<file path="src/rtl/mips_mem_port_arbiter.sv">
// Shares the unified single-port Mem array between IF, data and loader ports.
// Fixed priority ext > dm > if, with IF promotion after MAX_WAIT denials.
module mips_mem_port_arbiter #(
  parameter int AW       = 10,
  parameter int DW       = 32,
  parameter int LAT      = 2,
  parameter int MAX_WAIT = 3
) (
  input  logic          clk1,
  input  logic          rst,
  input  logic          if_req,
  input  logic [AW-1:0] if_addr,
  output logic          if_ack,
  input  logic          dm_req,
  input  logic          dm_we,
  input  logic [AW-1:0] dm_addr,
  input  logic [DW-1:0] dm_wdata,
  output logic          dm_ack,
  input  logic          ext_req,
  input  logic          ext_we,
  input  logic [AW-1:0] ext_addr,
  input  logic [DW-1:0] ext_wdata,
  output logic          ext_ack,
  output logic [DW-1:0] rdata,
  output logic          busy,
  output logic          mem_en,
  output logic          mem_we,
  output logic [AW-1:0] mem_addr,
  output logic [DW-1:0] mem_wdata,
  input  logic [DW-1:0] mem_rdata
);

  localparam int CW = (LAT > 1) ? $clog2(LAT) : 1;
  localparam int WW = $clog2(MAX_WAIT + 1);

  typedef enum logic { IDLE, ACCESS } state_t;
  typedef enum logic [1:0] { S_IF, S_DM, S_EXT } src_t;

  state_t        state;
  src_t          src;
  logic [CW-1:0] cnt;
  logic [WW-1:0] if_wait;
  logic          cmd_we;
  logic [AW-1:0] cmd_addr;
  logic [DW-1:0] cmd_wdata;

  logic          g_ext, g_dm, g_if;
  logic          promote, issue, done;
  src_t          sel_src;
  logic          sel_we;
  logic [AW-1:0] sel_addr;
  logic [DW-1:0] sel_wdata;

  assign promote = (if_wait == WW'(MAX_WAIT));
  assign g_ext   = ext_req;
  assign g_if    = !ext_req && if_req && (!dm_req || promote);
  assign g_dm    = !ext_req && dm_req && !g_if;
  assign issue   = !rst && (state == IDLE) && (if_req || dm_req || ext_req);
  assign done    = !rst && (state == ACCESS) && (cnt == '0);

  always_comb begin
    sel_src   = S_IF;
    sel_we    = 1'b0;
    sel_addr  = if_addr;
    sel_wdata = '0;
    unique case (1'b1)
      g_ext: begin
        sel_src   = S_EXT;
        sel_we    = ext_we;
        sel_addr  = ext_addr;
        sel_wdata = ext_wdata;
      end
      g_dm: begin
        sel_src   = S_DM;
        sel_we    = dm_we;
        sel_addr  = dm_addr;
        sel_wdata = dm_wdata;
      end
      default: ;
    endcase
  end

  // The strobe leaves in the decision cycle; the address is then held
  // from the latched command until the ack.
  assign mem_en    = issue;
  assign mem_we    = issue && sel_we;
  assign mem_addr  = issue ? sel_addr : cmd_addr;
  assign mem_wdata = issue ? sel_wdata : cmd_wdata;
  assign busy      = issue || (state == ACCESS);

  assign if_ack  = done && (src == S_IF);
  assign dm_ack  = done && (src == S_DM);
  assign ext_ack = done && (src == S_EXT);
  assign rdata   = (done && !cmd_we) ? mem_rdata : '0;

  always_ff @(posedge clk1) begin
    if (rst) begin
      state     <= IDLE;
      src       <= S_IF;
      cnt       <= '0;
      if_wait   <= '0;
      cmd_we    <= 1'b0;
      cmd_addr  <= '0;
      cmd_wdata <= '0;
    end else begin
      if (!if_req || (issue && g_if))
        if_wait <= '0;
      else if (issue && !promote)
        if_wait <= if_wait + 1'b1;
      unique case (state)
        IDLE: begin
          if (issue) begin
            state     <= ACCESS;
            src       <= sel_src;
            cnt       <= CW'(LAT - 1);
            cmd_we    <= sel_we;
            cmd_addr  <= sel_addr;
            cmd_wdata <= sel_wdata;
          end
        end
        ACCESS: begin
          if (cnt == '0)
            state <= IDLE;
          else
            cnt <= cnt - 1'b1;
        end
        default: state <= IDLE;
      endcase
    end
  end

endmodule

</file>
<file path="config.mk">
export PLATFORM = sky130hd
export DESIGN_NAME = mips_mem_port_arbiter
export DESIGN_NICKNAME = d
export VERILOG_FILES = /design/src/rtl/mips_mem_port_arbiter.sv
export SDC_FILE = /design/constraint.sdc
export NUM_CORES = 1
export LEC_CHECK = 0
export ABC_CLOCK_PERIOD_IN_PS = 2700
export BUFFER_PORTS_ARGS = -buffer_cell sky130_fd_sc_hd__buf_2
export CORE_ASPECT_RATIO = 0.75
export CORE_MARGIN = 8
export CORE_UTILIZATION = 30
export CTS_CLUSTER_SIZE = 40
export DETAILED_ROUTE_END_ITERATION = 8
export PLACE_DENSITY = 0.66
export SETUP_SLACK_MARGIN = 0.2
export SYNTH_ARGS = -nofsm -noshare
export SYNTH_HDL_FRONTEND = slang
export SYNTH_SLANG_ARGS = --single-unit
</file>
<file path="constraint.sdc">
create_clock -name clk1 -period 2.7 [get_ports clk1]
set_clock_uncertainty 0.15 [all_clocks]
set_input_delay 0.135 -clock clk1 [delete_from_list [all_inputs] [get_ports clk1]]
set_output_delay 0.135 -clock clk1 [all_outputs]
set_load 0.005 [all_outputs]
</file>
==> metrics.yaml, run 1 <==
sta:
  max_slew.worst_pin.slew_ns: 0.695
  post-route-min-period_ns: 2.36
  slew_violations: 0
  rsz0062_at_grt: "false"
  finalHoldViolCount: 0
  max_freq_mhz: 424
  finalCritPeriodShare_pct: 87.4
  slew_headroom_pct: 52.5
  tns_ns: 0
  setup_ws_ns: 0.340
  setup-violations-final: 0
synth:
  synthTopCellsByArea: "dfxtp_1 (33%), a221o_1 (22%), and3_1 (7.0%)"
  syn-num-nets: 460
  synth_top_area_share_pct: 33.3
  netlist.top_cell.by_area: "dfxtp_1"
  yosysMostFrequentCell: "a221o_1"
  yosys_warnings: 0
  synth-seq-area-share_pct: 33.3
  synth-async-reset-ratio_pct: 0
  ys_types: 35
  synthCells: 326
  ys_top_cells_by_count: "a221o_1 (64), dfxtp_1 (49), and3_1 (33), and2_1 (32), a21oi_1 (20)"
  synth_area_per_cell_um2: 9.03
  yosys_register_bits: 49
  synthFlopType: "dfxtp_1"
  synth-edff-count: 0
  synth_area_um2: 2950
worst_setup_path:
  cp_top_family: "simple AND/OR/NAND/NOR gates"
  arrival_ns: 2.08
  path_buf_inv: 1
  crit_path_end: "mem_wdata[19]"
  critPathKind: "reg2out"
  worstPathCellList: "ha_1 > nand2_1 > and3_4 > a221o_1 > buf_2"
  r2r_end: "cmd_wdata[23]$_SDFFE_PP0N_"
  worst_r2r_path_depth: 4
  regToRegStartpoint: "if_wait[0]$_SDFFE_PP0P_"
  ff2ff_setup_slack_ns: 0.84
  path_max_fanout: 65
  path_depth: 5
  worstSetupStartpoint: "if_wait[0]$_SDFFE_PP0P_"
  crit_required_ns: 2.41
  critPathMaxStageDelay_ns: 0.62
  end_kind: "output port"
  cp-start-kind: "register"
  crit_slowest_cell: "and3_4"
layout:
  syn_to_final_growth_pct: 57.2
  stdcell_count: 686
  fin_util_pct: 48.1
  finalNetCount: 687
  post_route_cells_drive_above_1_share_pct: 42.8
  fillerInstances: 908
  diodes: 0
die:
  die_h_um: 102
  pin_count: 213
  core-area_um2: 9620
  initial_core_util_pct: 30.6
  die-area_um2: 13300
  row_count: 31
  die_w_um: 130
cts:
  clk_pin_slew_ns: 0.07
  clock_path_buffers: 2
  clk_latency_ns: 0.28
  h-tree-depth: 2
  cts-buffers-inserted: 5
  cts_tree: "built"
  cts_sinks: 49
  cts_root_buf: "clkbuf_16"
power_and_ir_drop:
  p_switching_w: 0.000636
  power.share.sequential_pct: 37.5
  ir_drop_uv: 231
  p_total_w: 0.00224
  p_int_w: 0.00160
  netSwitchingFraction_pct: 28.4
  power_density_nw_per_um2: 484
  p_clk_share_pct: 33.0
  p_comb_share_pct: 29.5
  power.leakage_nw: 2.32
global_route:
  grt_usage_pct: 16.6
  grt_first_pass_wirelength_mm: 18.3
  grt_start_max_net_pins: 66
  grt-ovfl-total: 0
  grt_antenna_before_repair: 0
  first_global_vias: 3704
route:
  viasPerCell: 5.45
  wirelength_mm: 12.2
  first_pass_iters: 4
  vias: 3738
  route.detailed.drc: 0
  ant_nets: 0
  wire_per_inst_um: 17.7
  drt_iter0_markers: 211
placement:
  place_congestion: 0.814
  placedCellCount: 640
  io_buffers: 212
  dp_hpwl_mm: 8.69
  place_ws_ns: 0.231
hold_path:
  hp-class: "in2reg"
run_status:
  status: "completed"
flow_run:
  cap_violations: 0
[metal layers]
metal	global-route usage, %	vias to the layer above	wire (µm)
li1	-	1778	-
met1	19.7	1787	5080
met2	30.0	163	5960
met3	3.18	10	994
met4	4.31	0	127
met5	0	-	0
[cells in the final DEF, fill, tap and decap left out, types with 3 or more instances in the layout]
cell type / n
clkbuf_16: 5
buf_4: 9
a21oi_1: 20
nand2_1: 6
a221o_1: 64
dlygate4sd3_1: 38
nand3_1: 11
and2_1: 32
dfxtp_1: 48
nand3b_1: 11
a311oi_1: 10
a2111oi_0: 10
o311ai_0: 4
nor2b_1: 3
buf_2: 212
a31oi_1: 11
and3_1: 32
inv_1: 3
[area by class of cell]
| type | instances | area [µm²] | area share, % |
|---|---|---|---|
| multi-input combinational | 234 | 1770 | 38.3 |
| timing repair buffer | 260 | 1520 | 32.8 |
| sequential | 49 | 982 | 21.2 |
| tap | 132 | 165 | 3.57 |
| clock buffer | 6 | 139 | 3.00 |
| clock inverter | 2 | 37.5 | 0.811 |
| inverter | 3 | 11.3 | 0.243 |
[cell families (layout without fill, tap and decap cells)]
kind of cell | count (synthesis) | after routing | synth area share, %
flip-flops | 49 | 49 | 33.3
multiplexers | 2 | 2 | 0.680
buffers and inverters | 43 | 271 | 7.05
AO/OA/AOI/OAI | 124 | 124 | 36.3
adder cells (fa/ha/maj) | 1 | 1 | 0.425
AND/OR/NAND/NOR | 107 | 107 | 22.2
[registers in the layout, summed over array words and instances (netlist names)]
register	cells
state	1
cmd_addr	10
cmd_wdata	32
src	2
if_wait	2
cmd_we	1
cnt	1
[power groups by stage]
stage | logic (W) | clock network, W | registers (W)
final | 0.000662 | 0.000738 | 0.000840
after global routing | 0.000723 | 0.000787 | 0.000848
after CTS | 0.000662 | 0.000760 | 0.000838
after detailed placement | 0.000613 | 0 | 0.000854
after global placement | 0.000602 | 0 | 0.000851
after floorplan | 0.000345 | 0 | 0.000841
[stage by stage]
step | hold slack, ns | cell area (µm²)
6_report | 0.00375 | 4630
5_1_grt | 0.0150 | 4630
4_1_cts | 0.00371 | 4630
3_5_place_dp | 0.231 | 4060
3_3_place_gp | 0.223 | 4060
2_1_floorplan | 0.124 | 2950
[how the worst min path moves through the flow]
stage	start	to	cells past startpoint
after global placement	dm_wdata[10]	cmd_wdata[10]$_SDFFE_PP0N_	2
final	dm_addr[3]	cmd_addr[3]$_SDFFE_PP0N_	3
after floorplan	dm_wdata[0]	cmd_wdata[0]$_SDFFE_PP0N_	1
after detailed placement	dm_wdata[21]	cmd_wdata[21]$_SDFFE_PP0N_	2
after global routing	dm_addr[3]	cmd_addr[3]$_SDFFE_PP0N_	3
after CTS	dm_addr[8]	cmd_addr[8]$_SDFFE_PP0N_	3
[repair_timing]
action,4_1_cts,5_1_grt
resized for setup,3,1
hold endpoints to repair,38,0
setup buffers,0,0
setup endpoints to repair,32,32
hold buffers,38,0
[worst min-delay path, stage by stage]
cell      delay [ns]
buf_2           0.10
nand3_1         0.07
a311oi_1        0.09
(Power assumes the default switching activity.)
==> inputs of run 2 (changes only) <==
--- a/config.mk
+++ b/config.mk
@@ -5,6 +5,7 @@
 export SDC_FILE = /design/constraint.sdc
 export NUM_CORES = 1
 export LEC_CHECK = 0
+export ABC_AREA = 1
 export ABC_CLOCK_PERIOD_IN_PS = 2700
 export BUFFER_PORTS_ARGS = -buffer_cell sky130_fd_sc_hd__buf_2
 export CORE_ASPECT_RATIO = 0.75
@@ -12,7 +13,8 @@
 export CORE_UTILIZATION = 30
 export CTS_CLUSTER_SIZE = 40
 export DETAILED_ROUTE_END_ITERATION = 8
-export PLACE_DENSITY = 0.66
+export PLACE_DENSITY = 0.64
+export RECOVER_POWER = 50
 export SETUP_SLACK_MARGIN = 0.2
 export SYNTH_ARGS = -nofsm -noshare
 export SYNTH_HDL_FRONTEND = slang
==> metrics.yaml, run 2 <==
placement:
  place_congestion: 0.818  # +0.44%
  io_buffers: 212  # unchanged
  dp_hpwl_mm: 9.04  # +4.1%
  placedCellCount: 883  # +38%
worst_setup_path:
  regToRegStartpoint: "state$_SDFF_PP0_"
  path_max_fanout: 34  # -48%
  arrival_ns: 1.99  # -0.09 ns
  ff2ff_setup_slack_ns: 0.73  # -0.11 ns
  crit_required_ns: 2.41  # about the same
  end_kind: "output port"
  cp-start-kind: "register"
  worst_r2r_path_depth: 5  # +1
  r2r_end: "if_wait[0]$_SDFFE_PP0P_"
  critPathKind: "reg2out"
cts:
  post_cts_buffers: 0  # unchanged
  clk_latency_ns: 0.28  # about the same
  clock_path_buffers: 2  # unchanged
  cts-buffers-inserted: 5  # unchanged
  cts_tree: "built"
  h-tree-depth: 2  # unchanged
  cts_resized: 0  # -3
  cts_sinks: 49  # unchanged
  cts_root_buf: "clkbuf_16"
  hold_buffers: 0  # -100%
  clk_pin_slew_ns: 0.06  # about the same
route:
  first_pass_iters: 4  # unchanged
  dr.max_layer_used: "met4"
  dr_wl_met3_mm: 1.39  # +39%
  viasPerCell: 4.33  # -21%
  drt_iter0_markers: 145  # -31%
  ant_nets: 0  # unchanged
  vias: 3865  # +3.4%
  wl_met1_mm: 4.79  # -5.7%
  route.detailed.drc: 0  # unchanged
  wire_per_inst_um: 13.0  # -27%
  wl_met2_mm: 5.34  # -10%
  wirelength_mm: 11.6  # -4.7%
synth:
  synth_area_um2: 3310  # +12%
  ys_top_cells_by_count: "nor2_1 (123), nand2_1 (107), inv_1 (92), nand3_1 (86), dfxtp_1 (49)"
  synth-seq-area-share_pct: 29.6  # -3.7 points
  synthFlopType: "dfxtp_1"
  yosys_warnings: 0  # unchanged
  synth_area_per_cell_um2: 5.97  # -34%
  synthTopCellsByArea: "dfxtp_1 (30%), nor2_1 (14%), nand3_1 (13%)"
  synth-edff-count: 0  # unchanged
  syn-num-nets: 689  # +50%
  synthCells: 555  # +70%
  yosys_register_bits: 49  # unchanged
  ys_types: 24  # -31%
  yosysMostFrequentCell: "nor2_1"
  synth_top_area_share_pct: 29.6  # -3.7 points
  netlist.top_cell.by_area: "dfxtp_1"
  synth-async-reset-ratio_pct: 0  # unchanged
power_and_ir_drop:
  power.leakage_nw: 2.86  # +23%
  ir_drop_uv: 204  # -12%
  power_density_nw_per_um2: 466  # -3.7%
  p_total_w: 0.00216  # -3.7%
sta:
  slew_violations: 0  # unchanged
  tns_ns: 0  # unchanged
  finalCritPeriodShare_pct: 84.2  # -3.2 points
  post-route-min-period_ns: 2.27  # -0.0859 ns
  max_freq_mhz: 440  # +3.8%
  max_slew.worst_pin.slew_ns: 0.756  # +0.0609 ns
  rsz0062_at_grt: "false"
  setup-violations-final: 0  # unchanged
  slew_headroom_pct: 49.6  # -2.9 points
  finalHoldViolCount: 0  # unchanged
  final.hold.worst_slack_ns: 0.0428  # +0.0390 ns
global_route:
  grt_start_max_net_pins: 35  # -47%
  first_global_vias: 3689  # -0.40%
  grt_first_pass_wirelength_mm: 18.4  # +0.79%
  grt_antenna_before_repair: 1  # +1
  grt-ovfl-total: 0  # unchanged
  grt_usage_pct: 15.2  # -1.4 points
die:
  row_count: 33  # +6.5%
  core-area_um2: 10900  # +13%
  pin_count: 213  # unchanged
  die-area_um2: 14700  # +11%
  die_h_um: 107  # +5.1%
  die_w_um: 137  # +5.3%
  initial_core_util_pct: 30.5  # -0.12 points
hold_path:
  hold_depth: 5  # +2
  hp-start: "if_addr[1]"
  hold_end: "cmd_addr[1]$_SDFFE_PP0N_"
  hp-class: "in2reg"
layout:
  largest_reg_flops: 32  # unchanged
  post_route_cells_drive_above_1_share_pct: 35.6  # -7.2 points
  finalNetCount: 884  # +29%
  stdcell_count: 893  # +30%
  final_common_cell: "buf_2"
  largest_register: "cmd_wdata"
  syn_to_final_growth_pct: 39.8
  mostFrequentLayoutCells: "buf_2 (203), nor2_1 (124), nand2_1 (106)"
  largestRegisters: "cmd_wdata (32), cmd_addr (10)"
  fillerInstances: 1186  # +31%
  fin_util_pct: 42.6  # -5.5 points
run_status:
  status: "completed"
flow_run:
  cap_violations: 0  # unchanged
-- run 2: worst max-delay path by stage --
stage	cells after the start	to	slack, ns	startpoint
2_1_floorplan	9	rdata[11]	1.19	state$_SDFF_PP0_
3_3_place_gp	8	mem_addr[7]	0.59	rst
3_5_place_dp	8	mem_addr[9]	0.56	rst
4_1_cts	10	mem_addr[0]	0.32	if_wait[0]$_SDFFE_PP0P_
5_1_grt	10	mem_addr[9]	0.24	if_wait[0]$_SDFFE_PP0P_
6_report	7	mem_wdata[19]	0.43	state$_SDFF_PP0_
-- run 2: layout make-up --
class	instances	area, µm²	area share, %
Multi-Input combinational cell	376	1780	38.4
Timing Repair Buffer	222	1160	25.1
Sequential cell	49	981	21.2
Clock buffer	7	143	3.08
Tap cell	140	175	3.78
Antenna cell	2	5.00	0.108
Inverter	96	360	7.78
Clock inverter	1	30.0	0.649
-- run 2: worst max-delay path, stage by stage, from the launching register on --
cell      delay [ns]
dfxtp_1         0.32
nor2_1          0.22
clkbuf_2        0.65
nand3_1         0.14
nand2_1         0.11
nor2_1          0.06
inv_1           0.05
clkbuf_1        0.15
-- run 2: logic make-up after synthesis --
family / count (synthesis) / share of synthesized area [%]
compound gates: 8 / 1.28
fa+ha+maj: 1 / 0.378
buf+inv: 130 / 16.8
flops: 49 / 29.6
simple gates: 367 / 51.9
-- run 2: through the flow --
step | cell area, µm² | worst slack, ns
floorplan | 3310 | 1.19
global placement | 4470 | 0.592
detailed placement | 4470 | 0.562
CTS | 4640 | 0.318
global route | 4620 | 0.237
finish | 4630 | 0.426
-- run 2: metal layers --
layer  track usage, %  up-vias
met1             18.1     1658
met5                0        -
met3             5.09        8
met4             2.55        0
met2             26.3      159
li1                 -     2040
-- run 2: report_power, final --
group,switching [W],internal (W)
Sequential,0.0000153,0.000776
Combinational,0.000364,0.000267
Clock,0.000273,0.000463
